[config.mk]
export PLATFORM = sky130hd
export DESIGN_NAME = vga_timing_gen
export DESIGN_NICKNAME = d
export VERILOG_FILES = /design/src/rtl/vga_timing_gen.sv
export SDC_FILE = /design/constraint.sdc
export NUM_CORES = 1
export LEC_CHECK = 0
export BUFFER_PORTS_ARGS = -buffer_cell sky130_fd_sc_hd__buf_2
export CAP_MARGIN = 40
export CORE_ASPECT_RATIO = 1.25
export CORE_MARGIN = 2
export CORE_UTILIZATION = 40
export DETAILED_ROUTE_END_ITERATION = 6
export GPL_ROUTABILITY_DRIVEN = 0
export HOLD_SLACK_MARGIN = 0.08
export SKIP_LAST_GASP = 1
export SLEW_MARGIN = 15
export SYNTH_ARGS = -nofsm -noshare
export SYNTH_HDL_FRONTEND = slang
export SYNTH_SLANG_ARGS = --single-unit
export TNS_END_PERCENT = 20
[constraint.sdc]
create_clock -name clk -period 2.05 [get_ports clk]
set_clock_uncertainty 0.1 [all_clocks]
set_input_delay 0.5125 -clock clk [delete_from_list [all_inputs] [get_ports clk]]
set_output_delay 0.5125 -clock clk [all_outputs]
set_load 0.1 [all_outputs]
[src/rtl/vga_timing_gen.sv]
// vga_timing_gen: 640x480@60 VGA raster timing (pixel enable, h/v counters, syncs, pulses).
// Optional VGA_SYNC_DELAY_EN: delays valid/hsync/vsync by SYNC_DELAY pixel ticks. Rev 1.0
`default_nettype none

module vga_timing_gen #(
  parameter int CLK_DIV    = 4,
  parameter int H_ACTIVE   = 640,
  parameter int H_FP       = 16,
  parameter int H_SYNC     = 96,
  parameter int H_BP       = 48,
  parameter int V_ACTIVE   = 480,
  parameter int V_FP       = 10,
  parameter int V_SYNC     = 2,
  parameter int V_BP       = 33,
  parameter int SYNC_DELAY = 2
) (
  input  logic       clk,
  input  logic       rst_n,
  output logic       pclk_en,
  output logic [9:0] h_cnt,
  output logic [9:0] v_cnt,
  output logic       valid,
  output logic       hsync,
  output logic       vsync,
  output logic       frame_start,
  output logic       line_start
);

  localparam int H_TOTAL = H_ACTIVE + H_FP + H_SYNC + H_BP;
  localparam int V_TOTAL = V_ACTIVE + V_FP + V_SYNC + V_BP;
  localparam int DIV_W   = (CLK_DIV > 1) ? $clog2(CLK_DIV) : 1;

  localparam logic [DIV_W-1:0] DIV_LAST = DIV_W'(CLK_DIV - 1);
  localparam logic [9:0] H_LAST   = 10'(H_TOTAL - 1);
  localparam logic [9:0] V_LAST   = 10'(V_TOTAL - 1);
  localparam logic [9:0] H_ACT    = 10'(H_ACTIVE);
  localparam logic [9:0] V_ACT    = 10'(V_ACTIVE);
  localparam logic [9:0] HS_START = 10'(H_ACTIVE + H_FP);
  localparam logic [9:0] HS_END   = 10'(H_ACTIVE + H_FP + H_SYNC);
  localparam logic [9:0] VS_START = 10'(V_ACTIVE + V_FP);
  localparam logic [9:0] VS_END   = 10'(V_ACTIVE + V_FP + V_SYNC);

  logic [DIV_W-1:0] div_cnt;
  logic [9:0]       h_nxt;
  logic [9:0]       v_nxt;
  logic             h_wrap;
  logic             v_wrap;
  logic             valid_nxt;
  logic             hsync_nxt;
  logic             vsync_nxt;
  logic             valid_al;
  logic             hsync_al;
  logic             vsync_al;

  always_ff @(posedge clk or negedge rst_n) begin
    if (!rst_n) begin
      div_cnt <= '0;
      pclk_en <= 1'b0;
    end else begin
      div_cnt <= (div_cnt == DIV_LAST) ? '0 : div_cnt + 1'b1;
      pclk_en <= (div_cnt == DIV_LAST);
    end
  end

  // Decode from the next counter values so the flags land aligned with the counters.
  always_comb begin
    h_wrap = (h_cnt == H_LAST);
    v_wrap = (v_cnt == V_LAST);
    h_nxt  = h_cnt;
    v_nxt  = v_cnt;
    if (pclk_en) begin
      if (h_wrap) begin
        h_nxt = '0;
        v_nxt = v_wrap ? '0 : v_cnt + 10'd1;
      end else begin
        h_nxt = h_cnt + 10'd1;
      end
    end
    valid_nxt = (h_nxt < H_ACT) && (v_nxt < V_ACT);
    hsync_nxt = !((h_nxt >= HS_START) && (h_nxt < HS_END));
    vsync_nxt = !((v_nxt >= VS_START) && (v_nxt < VS_END));
  end

  always_ff @(posedge clk or negedge rst_n) begin
    if (!rst_n) begin
      h_cnt       <= H_LAST;
      v_cnt       <= V_LAST;
      valid_al    <= 1'b0;
      hsync_al    <= 1'b1;
      vsync_al    <= 1'b1;
      line_start  <= 1'b0;
      frame_start <= 1'b0;
    end else begin
      h_cnt       <= h_nxt;
      v_cnt       <= v_nxt;
      valid_al    <= valid_nxt;
      hsync_al    <= hsync_nxt;
      vsync_al    <= vsync_nxt;
      line_start  <= pclk_en && h_wrap;
      frame_start <= pclk_en && h_wrap && v_wrap;
    end
  end

`ifdef VGA_SYNC_DELAY_EN
  logic [SYNC_DELAY-1:0] valid_sr;
  logic [SYNC_DELAY-1:0] hsync_sr;
  logic [SYNC_DELAY-1:0] vsync_sr;

  // Pixel-rate delay line covering scene decode and block-RAM read latency.
  for (genvar i = 0; i < SYNC_DELAY; i++) begin : g_delay
    always_ff @(posedge clk or negedge rst_n) begin
      if (!rst_n) begin
        valid_sr[i] <= 1'b0;
        hsync_sr[i] <= 1'b1;
        vsync_sr[i] <= 1'b1;
      end else if (pclk_en) begin
        if (i == 0) begin
          valid_sr[i] <= valid_al;
          hsync_sr[i] <= hsync_al;
          vsync_sr[i] <= vsync_al;
        end else begin
          valid_sr[i] <= valid_sr[(i > 0) ? i - 1 : 0];
          hsync_sr[i] <= hsync_sr[(i > 0) ? i - 1 : 0];
          vsync_sr[i] <= vsync_sr[(i > 0) ? i - 1 : 0];
        end
      end
    end
  end

  assign valid = valid_sr[SYNC_DELAY-1];
  assign hsync = hsync_sr[SYNC_DELAY-1];
  assign vsync = vsync_sr[SYNC_DELAY-1];
`else
  assign valid = valid_al;
  assign hsync = hsync_al;
  assign vsync = vsync_al;
`endif

endmodule

`default_nettype wire
# Word level (Yosys, flattened, before mapping)
# Cells that the tools add are included.
[classes]
reduce_logical = 7
eq_ne = 3
n_addsub = 3
n_mux = 6
magnitude_cmp = 6
[ops]
columns = ["op", "count"]
rows = [
  ["$mux 10", 5],
  ["$add 10x1->10 const B", 2],
  ["$eq 10x10->1 const B", 2],
  ["$lt 10x10->1 const B", 2],
  ["$lt 10x9->1 const B", 2],
  ["$ge 10x10->1 const B", 1],
  ["$ge 10x9->1 const B", 1],
  ["$logic_and 1x1->1", 5],
  ["$add 2x1->2 const B", 1],
  ["$eq 2x2->1 const B", 1],
  ["$logic_not 1->1", 2],
  ["$mux 2", 1],
]
[word_totals]
inputBits = 2
output_inout_bits = 26
reg_bits = 28

# Logic depth before layout (Yosys ltp)
# Gate-level depths: netlist (run 1).
[depth]
word_depth = 7
mapped_depth = 10

# Worst setup path before layout (run 1)
# No wires, ideal clock.
[synth_timing]
path_kind = "reg-to-reg"
from = "register h_cnt[5]"
to = "register hsync_al (netlist: hsync)"
setup_ns = 0.064
required_ns = 1.886
slack_ns = -0.667
arrival_time_ns = 2.553
stages_incl_launch_ff = 9
path_buffers = 2
path_cell_list = "dfrtp_1 -> or4b_4 -> or3_1 -> buf_6 -> clkinv_4 -> buf_8 -> a21oi_2 -> or3_1 -> nand3_1"
[synth_between]
elab_chain_len = 6
elab_cells_between_ends = 8
cone_classes = "add/sub (1); order compare (2); eq/ne (1); mux (2); reduce/logical (2)"
[synth_lines]
columns = ["item", "line_no", "source"]
rows = [
  ["from (decl)", "20", "output logic [9:0] h_cnt,"],
  ["from (signal assigned)", "94", "h_cnt <= h_nxt;"],
  ["$add 10x1->10 or $eq 10x10->1 (tied branches)", "76, 67", ""],
  ["$mux 10", "72", "if (h_wrap) begin"],
  ["$mux 10 (*)", "71", "if (pclk_en) begin"],
  ["named net h_nxt[5]", "44", "logic [9:0] h_nxt;"],
  ["$ge 10x10->1 or $lt 10x10->1 (tied branches)", "80", "hsync_nxt = !((h_nxt >= HS_START) && (h_nxt < HS_END));"],
  ["$logic_and 1x1->1 (*)", "80", ""],
  ["$logic_not 1->1 (*)", "80", ""],
  ["named net hsync_nxt", "49", "logic hsync_nxt;"],
  ["to (signal assigned)", "97", "hsync_al <= hsync_nxt;"],
  ["to (decl)", "52", "logic hsync_al;"],
]
# The timed path passes the listed nets; every way through them passes the cells marked *.

# Worst setup path after layout (run 1)
[layout_timing]
from = "register v_cnt[2]"
to = "register vsync_al (netlist: vsync)"
[layout_between]
elab_chain_len = 7
elab_cells_between_ends = 9
cone_classes = "add/sub (1); order compare (2); eq/ne (1); mux (3); reduce/logical (2)"
[layout_lines]
columns = ["item", "line_no", "source"]
rows = [
  ["from (decl)", "21", "output logic [9:0] v_cnt,"],
  ["from (signal assigned)", "95", "v_cnt <= v_nxt;"],
  ["$add 10x1->10 or $eq 10x10->1 (tied branches)", "74, 68", ""],
  ["$mux 10 (*)", "74", "v_nxt = v_wrap ? '0 : v_cnt + 10'd1;"],
  ["$mux 10 (*)", "72", ""],
  ["$mux 10 (*)", "71", ""],
  ["named net v_nxt[9]", "45", "logic [9:0] v_nxt;"],
  ["$ge 10x9->1 or $lt 10x9->1 (tied branches)", "81", "vsync_nxt = !((v_nxt >= VS_START) && (v_nxt < VS_END));"],
  ["$logic_and 1x1->1 (*)", "81", ""],
  ["$logic_not 1->1 (*)", "81", ""],
  ["named net vsync_nxt", "50", "logic vsync_nxt;"],
  ["to (signal assigned)", "98", "vsync_al <= vsync_nxt;"],
  ["to (decl)", "53", "logic vsync_al;"],
]
# Marked as above.

==> results of run 1 <==
[cells in the mapped netlist]
cell       count
dfrtp_1       16
nand2_1       14
dfstp_2       12
nand3_1       10
nor2_1         9
o21ai_0        9
xnor2_1        7
inv_1          6
nor3_1         6
nand4_1        5
a21oi_1        4
ha_1           4
nand2b_1       4
nor4_1         4
or3_1          4
clkbuf_1       3
a211oi_1       2
a31oi_1        2
buf_2          2
o31ai_1        2
or4_1          2
xor2_1         2
a21o_1         1
a21oi_2        1
a22oi_1        1
a2bb2oi_1      1
and2_1         1
and3_1         1
and4_1         1
buf_6          1
buf_8          1
clkinv_4       1
mux2_2         1
mux2i_1        1
nand4b_1       1
nor3b_1        1
o2111ai_1      1
o22ai_1        1
or4b_1         1
or4b_4         1
[kinds of logic after synthesis]
| logic type | share of synthesized area [%] |
|---|---|
| adders and majority gates | 3.45 |
| AOI/OAI and AO/OA | 10.7 |
| buffers and inverters | 5.44 |
| DFF | 49.4 |
| and+or+nand+nor | 24.1 |
| xor gates and xnor gates | 5.44 |
| muxes | 1.47 |
[flip-flops by register name, indices dropped and copies added, names as in the netlist]
name	flops
vsync	1
line_start	1
frame_start	1
pclk_en	1
valid	1
v_cnt	10
h_cnt	10
hsync	1
div_cnt	2
[per-layer routing]
| metal | vias up | part of all wire, % | wire length (um) | global-route usage, % |
|---|---|---|---|---|
| met5 | - | 0 | 0 | 0 |
| met4 | 0 | 3.2 | 111 | 10.6 |
| met3 | 14 | 4.4 | 154 | 3.07 |
| met2 | 47 | 54 | 1870 | 32.4 |
| met1 | 653 | 39 | 1350 | 21.4 |
| li1 | 634 | - | - | - |
[worst max-delay path, cell delays in order, from the launching register on]
cell      delay (ns)
dfstp_4         0.63
or4b_4          0.47
or4_4           0.56
nand2b_4        0.11
a31oi_4         0.09
nand4b_1        0.18
[power breakdown]
group | total [mW] | switching [mW] | internal [mW] | leakage, nW
sequential | 0.553 | 0 | 0.553 | 0.333
clock | 0.307 | 0.168 | 0.140 | 0.0228
combinational | 0.0106 | 0.00988 | 0.000682 | 0.507
total | 0.870 | 0.178 | 0.693 | 0.863
[worst paths after layout]
kind,end,slack [ns],cells after the start
max in group asynchronous,h_cnt[7],1.29,1
max reg2reg,vsync,-0.16,5
min in group clk,div_cnt[0],0.33,1
max,vsync,-0.16,5
min reg2reg,div_cnt[0],0.33,1
min,v_cnt[7],0.13,1
[final cells by class]
type | instances | area (um^2) | area share (%)
multi-input combinational | 105 | 713 | 35.8
timing repair buffer | 56 | 405 | 20.4
sequential | 28 | 738 | 37.1
tap | 39 | 48.8 | 2.45
clock buffer | 4 | 45.0 | 2.26
inverter | 7 | 38.8 | 1.95
[stage by stage]
step	setup slack, ns	instances	hold WS, ns
after floorplan	-0.483	147	0.117
after global placement	-0.195	233	0.314
after detailed placement	-0.206	233	0.322
after CTS	-0.143	239	0.155
after global routing	-0.227	239	0.164
final	-0.163	239	0.128
[repair_timing]
item / in CTS / in global routing
hold buffers: 0 / 0
pin swaps: 2 / 4
endpoints found under the setup margin: 14 / 16
gates cloned: 0 / 0
buffers inserted: 2 / 0
endpoints found under the hold margin: 0 / 0
gates resized for setup: 6 / 9
==> flow_summary.ini, run 1 <==
[outcome]
status = complete, but fails checks
violations = negative setup slack

[grt]
grt_max_degree = 29
grt_pass1_vias = 1366
grtUsageTotal_pct = 18.7
grt_pass1_wl_um = 6000
antenna_found_initial = 0
overflow = 0

[power]
total_leakage_power_nw = 0.863
totalPowerFinal_mw = 0.870
p_per_area_mw_per_mm2 = 438
vdd_drop_max_mv = 0.414

[critical_path]
crit_fanout = 5
critical_path_class = reg -> reg
crit_path_start = v_cnt[2]
end_kind = register
start_kind = register
reg2reg_from = v_cnt[2]
arrival_ns = 2.31
worstPathRequired_ns = 2.15

[finish]
nets = 207
postLayoutCellArea_mm2 = 0.00199
area_growth_pct = 37.3
finish.utilization_pct = 57.1
antenna_cells = 0
drive_above_1_share_pct = 45.5
num-fill-cells = 311
final_common_cell = buf_4
final_cell_mix = buf_4, buf_2, nand2_1

[cts]
ctsHtreeMaxLevel = 1
cts.clk_slew.worst_paths_ns = 0.09
cts_root_buf = clkbuf_8
cts_tree = done
numCtsBuffers = 3
clock_latency_ns = 0.28
clock_path_buffers = 2
numClockSinks = 28

[floorplanning]
initial_core_util_pct = 41.6
io_pins = 28
die_area_mm2 = 0.00412
die_y_um = 71.3
fp.coreArea_mm2 = 0.00348
die_w_um = 57.8
num_rows = 24

[placement]
placed_cell_area_mm2 = 0.00186
hpwl_um = 2610
place.port_buffers = 27

[route]
wl_per_cell_um = 14.6
drt_wl_total_um = 3490
drtAntennaViolNets = 0
drc_errors = 0
drtIter0Drc = 34
dr.pass1.iters = 5
vias = 1348
avgViaCountPerCell = 5.64

[run]
cap_violations = 0

[sta]
fmax_mhz = 452
tns_ns = -1.54
period_needed_ns = 2.21
min_period_over_period_pct = 108
hold_violations = 0
setup_ws_ns = -0.163
setup-violations-final = 14
slew_headroom_pct = 60.2
grt_setup_unrepaired = true
finalMaxSlewViolations = 0
worst_pin_slew_ns = 0.598

[yosys]
yosys-top-cells-area = dfrtp_1, dfstp_2, xnor2_1, nand2_1, ha_1
syn-cell-area_mm2 = 0.00145
yosysTopAreaCell = dfrtp_1
synth_cell_types = 40
synthCells = 147
netlist.area_leader.share_pct = 27.6
synth.avg_cell_area_um2 = 9.86
seq_area_frac_synth_pct = 49.4
synthesis.nets = 153
yosysWarningCount = 0
ys_ff_latch = 28

[min_path]
hold_class = in -> async
Power figures use the tool's default switching activity.
==> inputs of run 2 (changes only) <==
- SKIP_CTS_REPAIR_TIMING: default -> 1
==> run 2 against run 1 <==
  * The flow still finishes with violations (negative setup slack)
  * Power up 0.15%
  * Sequential share of layout area up 0.23 points
  * Utilization down 0.36 points
  * Largest cell class unchanged
  * Critical endpoint unchanged
  * Via count down 2.2%
  * Non-clock buffer count down 1
  * Sequential cell count unchanged
==> flow_summary.ini, run 2 (same netlist as run 1, synthesis figures left out) <==
[route]
dr.pass1.iters = 4
drtIter0Drc = 49
drc_errors = 0
vias = 1318
wl_per_cell_um = 14.8
drtAntennaViolNets = 0
avgViaCountPerCell = 5.54
drt_wl_total_um = 3530

[placement]
place.port_buffers = 27
placedCellCount = 233
placed_cell_area_mm2 = 0.00186
hpwl_um = 2610

[sta]
setup_ws_ns = -0.167
hold_violations = 0
finalMaxSlewViolations = 0
hold_ws_ns = 0.129
min_period_over_period_pct = 108
slew_headroom_pct = 60.0
grt_setup_unrepaired = true
setup-violations-final = 14
period_needed_ns = 2.22
worst_pin_slew_ns = 0.600
fmax_mhz = 451

[floorplanning]
io_pins = 28
die_area_mm2 = 0.00412
fp.coreArea_mm2 = 0.00348
die_y_um = 71.3
num_rows = 24
die_w_um = 57.8
initial_core_util_pct = 41.6

[critical_path]
end_kind = register
start_kind = register
rrSetupSlack_ns = -0.17
critical_path_class = reg -> reg
arrival_ns = 2.32
r2r_cells = 6
worstReg2RegEnd = vsync
crit_fanout = 13
reg2reg_from = h_cnt[9]
worstPathRequired_ns = 2.15

[finish]
layoutNonFillerInstCount = 238
num-fill-cells = 308
antenna_cells = 0
nets = 206
reg.largest.list = h_cnt (10), v_cnt (10), div_cnt (2)
final_cell_mix = buf_4, buf_2, nand2_1
postLayoutCellArea_mm2 = 0.00198
drive_above_1_share_pct = 44.7
area_growth_pct = 36.4
final_common_cell = buf_4

[grt]
overflow = 0
grt_max_degree = 29
grt_pass1_wl_um = 5830
grt_pass1_vias = 1319
grtUsageTotal_pct = 18.3
antenna_found_initial = 0

[power]
p_seq_share_pct = 63.4
totalPowerFinal_mw = 0.872
swShare_pct = 20.5
vdd_drop_max_mv = 0.413
internal-power_mw = 0.693
clkPwrFrac_pct = 35.4
p_per_area_mw_per_mm2 = 441
share_comb_of_total_power_pct = 1.2
total_leakage_power_nw = 0.858
power.switching_mw = 0.179

[cts]
numClockSinks = 28
clock_latency_ns = 0.28
numCtsBuffers = 3
clock_path_buffers = 2
ctsHtreeMaxLevel = 1
cts.clk_slew.worst_paths_ns = 0.09
cts_root_buf = clkbuf_8
cts_tree = done

[outcome]
violations = negative setup slack
status = complete, but fails checks

[run]
cap_violations = 0

[min_path]
hold_class = in -> async
run 2: critical path, stage by stage (launching register included):
cell and delay, ns:
dfstp_4 0.62, or4b_4 0.46, or3_4 0.43, clkinv_8 0.10, o2111ai_1 0.12, a21oi_2 0.21, nand4b_1 0.11
run 2: layout make-up:
type / instances / area (um^2) / share of cell area (%)
clock buffer: 4 / 45.0 / 2.28
inverter: 7 / 38.8 / 1.96
multi-input combinational: 105 / 708 / 35.8
sequential: 28 / 738 / 37.3
tap: 39 / 48.8 / 2.47
timing repair buffer: 55 / 398 / 20.1
run 2: power by group through the flow:
stage	registers [mW]	clock network, mW	logic [mW]
2_1_floorplan	0.563	0	0.000000231
3_3_place_gp	0.562	0	0.0113
3_5_place_dp	0.562	0	0.0119
4_1_cts	0.553	0.319	0.0119
5_1_grt	0.553	0.349	0.0130
6_report	0.553	0.309	0.0106
run 2: metal layers:
metal  track usage [%]  vias up  wire [um]
li1                  -      632          -
met1              20.5      640       1390
met2              33.0       35       1920
met3              2.89       11        140
met4              8.79        0         81
met5                 0        -          0
run 2: how the worst max path moves through the flow:
stage | slack, ns | start | end
5_1_grt | -0.22 | v_cnt[2] | vsync
3_5_place_dp | -0.21 | v_cnt[2] | valid
4_1_cts | -0.24 | v_cnt[2] | valid
6_report | -0.17 | h_cnt[9] | vsync
3_3_place_gp | -0.20 | v_cnt[2] | valid
2_1_floorplan | -0.48 | h_cnt[9] | v_cnt[4]
run 2: stage by stage:
step	utilization, %	setup WS, ns	TNS (ns)
final	56.8	-0.167	-1.49
after global routing	56.8	-0.225	-2.12
after CTS	54.6	-0.239	-2.15
after detailed placement	53.3	-0.206	-1.88
after global placement	53.3	-0.195	-1.62
after floorplan	-	-0.483	-6.55
==> inputs of run 3 (changes only) <==
==> constraint.sdc (replaced) <==
create_clock -name clk -period 2.05 [get_ports clk]
set_clock_uncertainty 0.1 [all_clocks]
set_input_delay 0.41 -clock clk [delete_from_list [all_inputs] [get_ports clk]]
set_output_delay 0.41 -clock clk [all_outputs]
set_load 0.1 [all_outputs]
==> run 3 against run 2 <==
  * The flow still finishes with violations (negative setup slack)
  * Clock power up 3%
  * Global-route usage down 0.38 points
  * Power rose by 1.1%
  * First-iteration DRC count is 41% lower
  * Combinational power rose by 14%
  * Clock-buffer cell count decreased by 1
  * Final area shrank 1.4%
  * Setup slack got worse by 0.018 ns
  * Critical path depth stayed put
  * Wire length down 0.96%
  * Worst hold slack gained 0.21 ns
  * Sequential share of layout area is 0.53 points higher
==> flow_summary.ini, run 3 (same netlist as run 1, synthesis figures left out) <==
[floorplanning]
num_rows = 24
initial_core_util_pct = 41.6
die_area_mm2 = 0.00412
die_w_um = 57.8
die_y_um = 71.3
io_pins = 28
fp.coreArea_mm2 = 0.00348

[cts]
ctsHtreeMaxLevel = 1
numClockSinks = 28
cts_tree = done
clock_path_buffers = 2
cts.clk_slew.worst_paths_ns = 0.10
numCtsBuffers = 3
cts_root_buf = clkbuf_8
clock_latency_ns = 0.28

[sta]
grt_setup_unrepaired = true
hold_ws_ns = 0.336
min_period_over_period_pct = 109
period_needed_ns = 2.24
finalMaxSlewViolations = 0
slew_headroom_pct = 59.6
setup-violations-final = 14
hold_violations = 0
worst_pin_slew_ns = 0.605
fmax_mhz = 447
setup_ws_ns = -0.186

[route]
wl_met3_um = 142
vias = 1335
drt_wl_total_um = 3500
wl_met2_um = 1880
wl_per_cell_um = 14.6
avgViaCountPerCell = 5.56
routed.top_layer = met4
drtAntennaViolNets = 0
dr.pass1.iters = 4
drtIter0Drc = 29
drc_errors = 0
wl_met1_um = 1360

[critical_path]
crit_fanout = 7
cp_slowest_stage_delay_ns = 0.62
arrival_ns = 2.35
critPathSlowestCell = dfstp_4
path_cells = or4b_4 -> or3_4 -> buf_6 -> a22oi_2 -> o22ai_2 -> nand4b_1
start_kind = register
worstPathRequired_ns = 2.17
critical_path_class = reg -> reg
end_kind = register

[finish]
postLayoutCellArea_mm2 = 0.00195
reg.largest.list = h_cnt (10), v_cnt (10), div_cnt (2)
final_cell_mix = buf_2, buf_4, nand2_1
drive_above_1_share_pct = 44.8
area_growth_pct = 34.5
antenna_cells = 0
nets = 208
layoutNonFillerInstCount = 240

[power]
total_leakage_power_nw = 0.873
p_per_area_mw_per_mm2 = 452
vdd_drop_max_mv = 0.260
totalPowerFinal_mw = 0.882

[outcome]
violations = negative setup slack
status = complete, but fails checks

[placement]
placed_cell_area_mm2 = 0.00181
place.port_buffers = 27
hpwl_um = 2600
placedCellCount = 233

[run]
cap_violations = 0

[min_path]
hold_class = reg -> reg

[grt]
grt_pass1_wl_um = 5760
overflow = 0
antenna_found_initial = 0
grtUsageTotal_pct = 17.9
grt_max_degree = 29
grt_pass1_vias = 1345
-- run 3: cell types whose count changed in the layout (fill, tap and decap cells not counted), sizes merged --
cell / delta
dlygate4sd3: +1
clkbuf: -1
inv: +2
-- run 3: layer usage --
| layer | GRT usage [%] | vias to the layer above |
|---|---|---|
| met5 | 0 | - |
| met4 | 7.75 | 0 |
| met3 | 2.17 | 11 |
| met2 | 34.6 | 31 |
| met1 | 18.8 | 660 |
| li1 | - | 633 |
-- run 3: final timing paths --
kind	from	endpoint	slack, ns	cells past startpoint
setup / recovery	h_cnt[9]	vsync	-0.19	6
hold / removal	div_cnt[0]	div_cnt[0]	0.34	1
setup reg to reg	h_cnt[9]	vsync	-0.19	6
hold reg to reg	div_cnt[0]	div_cnt[0]	0.34	1
max in group asynchronous	rst_n	h_cnt[7]	0.85	2
min in group asynchronous	rst_n	v_cnt[4]	0.56	2
-- run 3: power breakdown --
group	total (mW)	internal (mW)	switching, mW
logic	0.0121	0.00191	0.0102
registers	0.553	0.553	0
clock network	0.317	0.135	0.182
-- run 3: layout make-up --
cell class	instances	area [um^2]
fill	312	1530
inverter	7	33.8
timing repair inverter	1	6.26
sequential	28	738
tap	39	48.8
clock inverter	1	3.75
timing repair buffer	56	359
multi-input combinational	105	718
clock buffer	3	41.3
-- run 3: metrics by stage --
step / worst slack [ns] / TNS, ns / utilization, %
finish: -0.186 / -1.61 / 56.0
global route: -0.236 / -2.52 / 56.0
CTS: -0.259 / -2.13 / 53.3
detailed placement: -0.212 / -1.88 / 52.0
global placement: -0.197 / -1.63 / 52.0
floorplan: -0.483 / -6.55 / -
-- run 3: critical path: cells and delay by family, from the launching register on --
kind / cells / cell delay [ns]
DFF: 1 / 0.62
buffers and inverters: 1 / 0.16
and+or+nand+nor: 3 / 0.99
AOI/OAI and AO/OA: 2 / 0.30
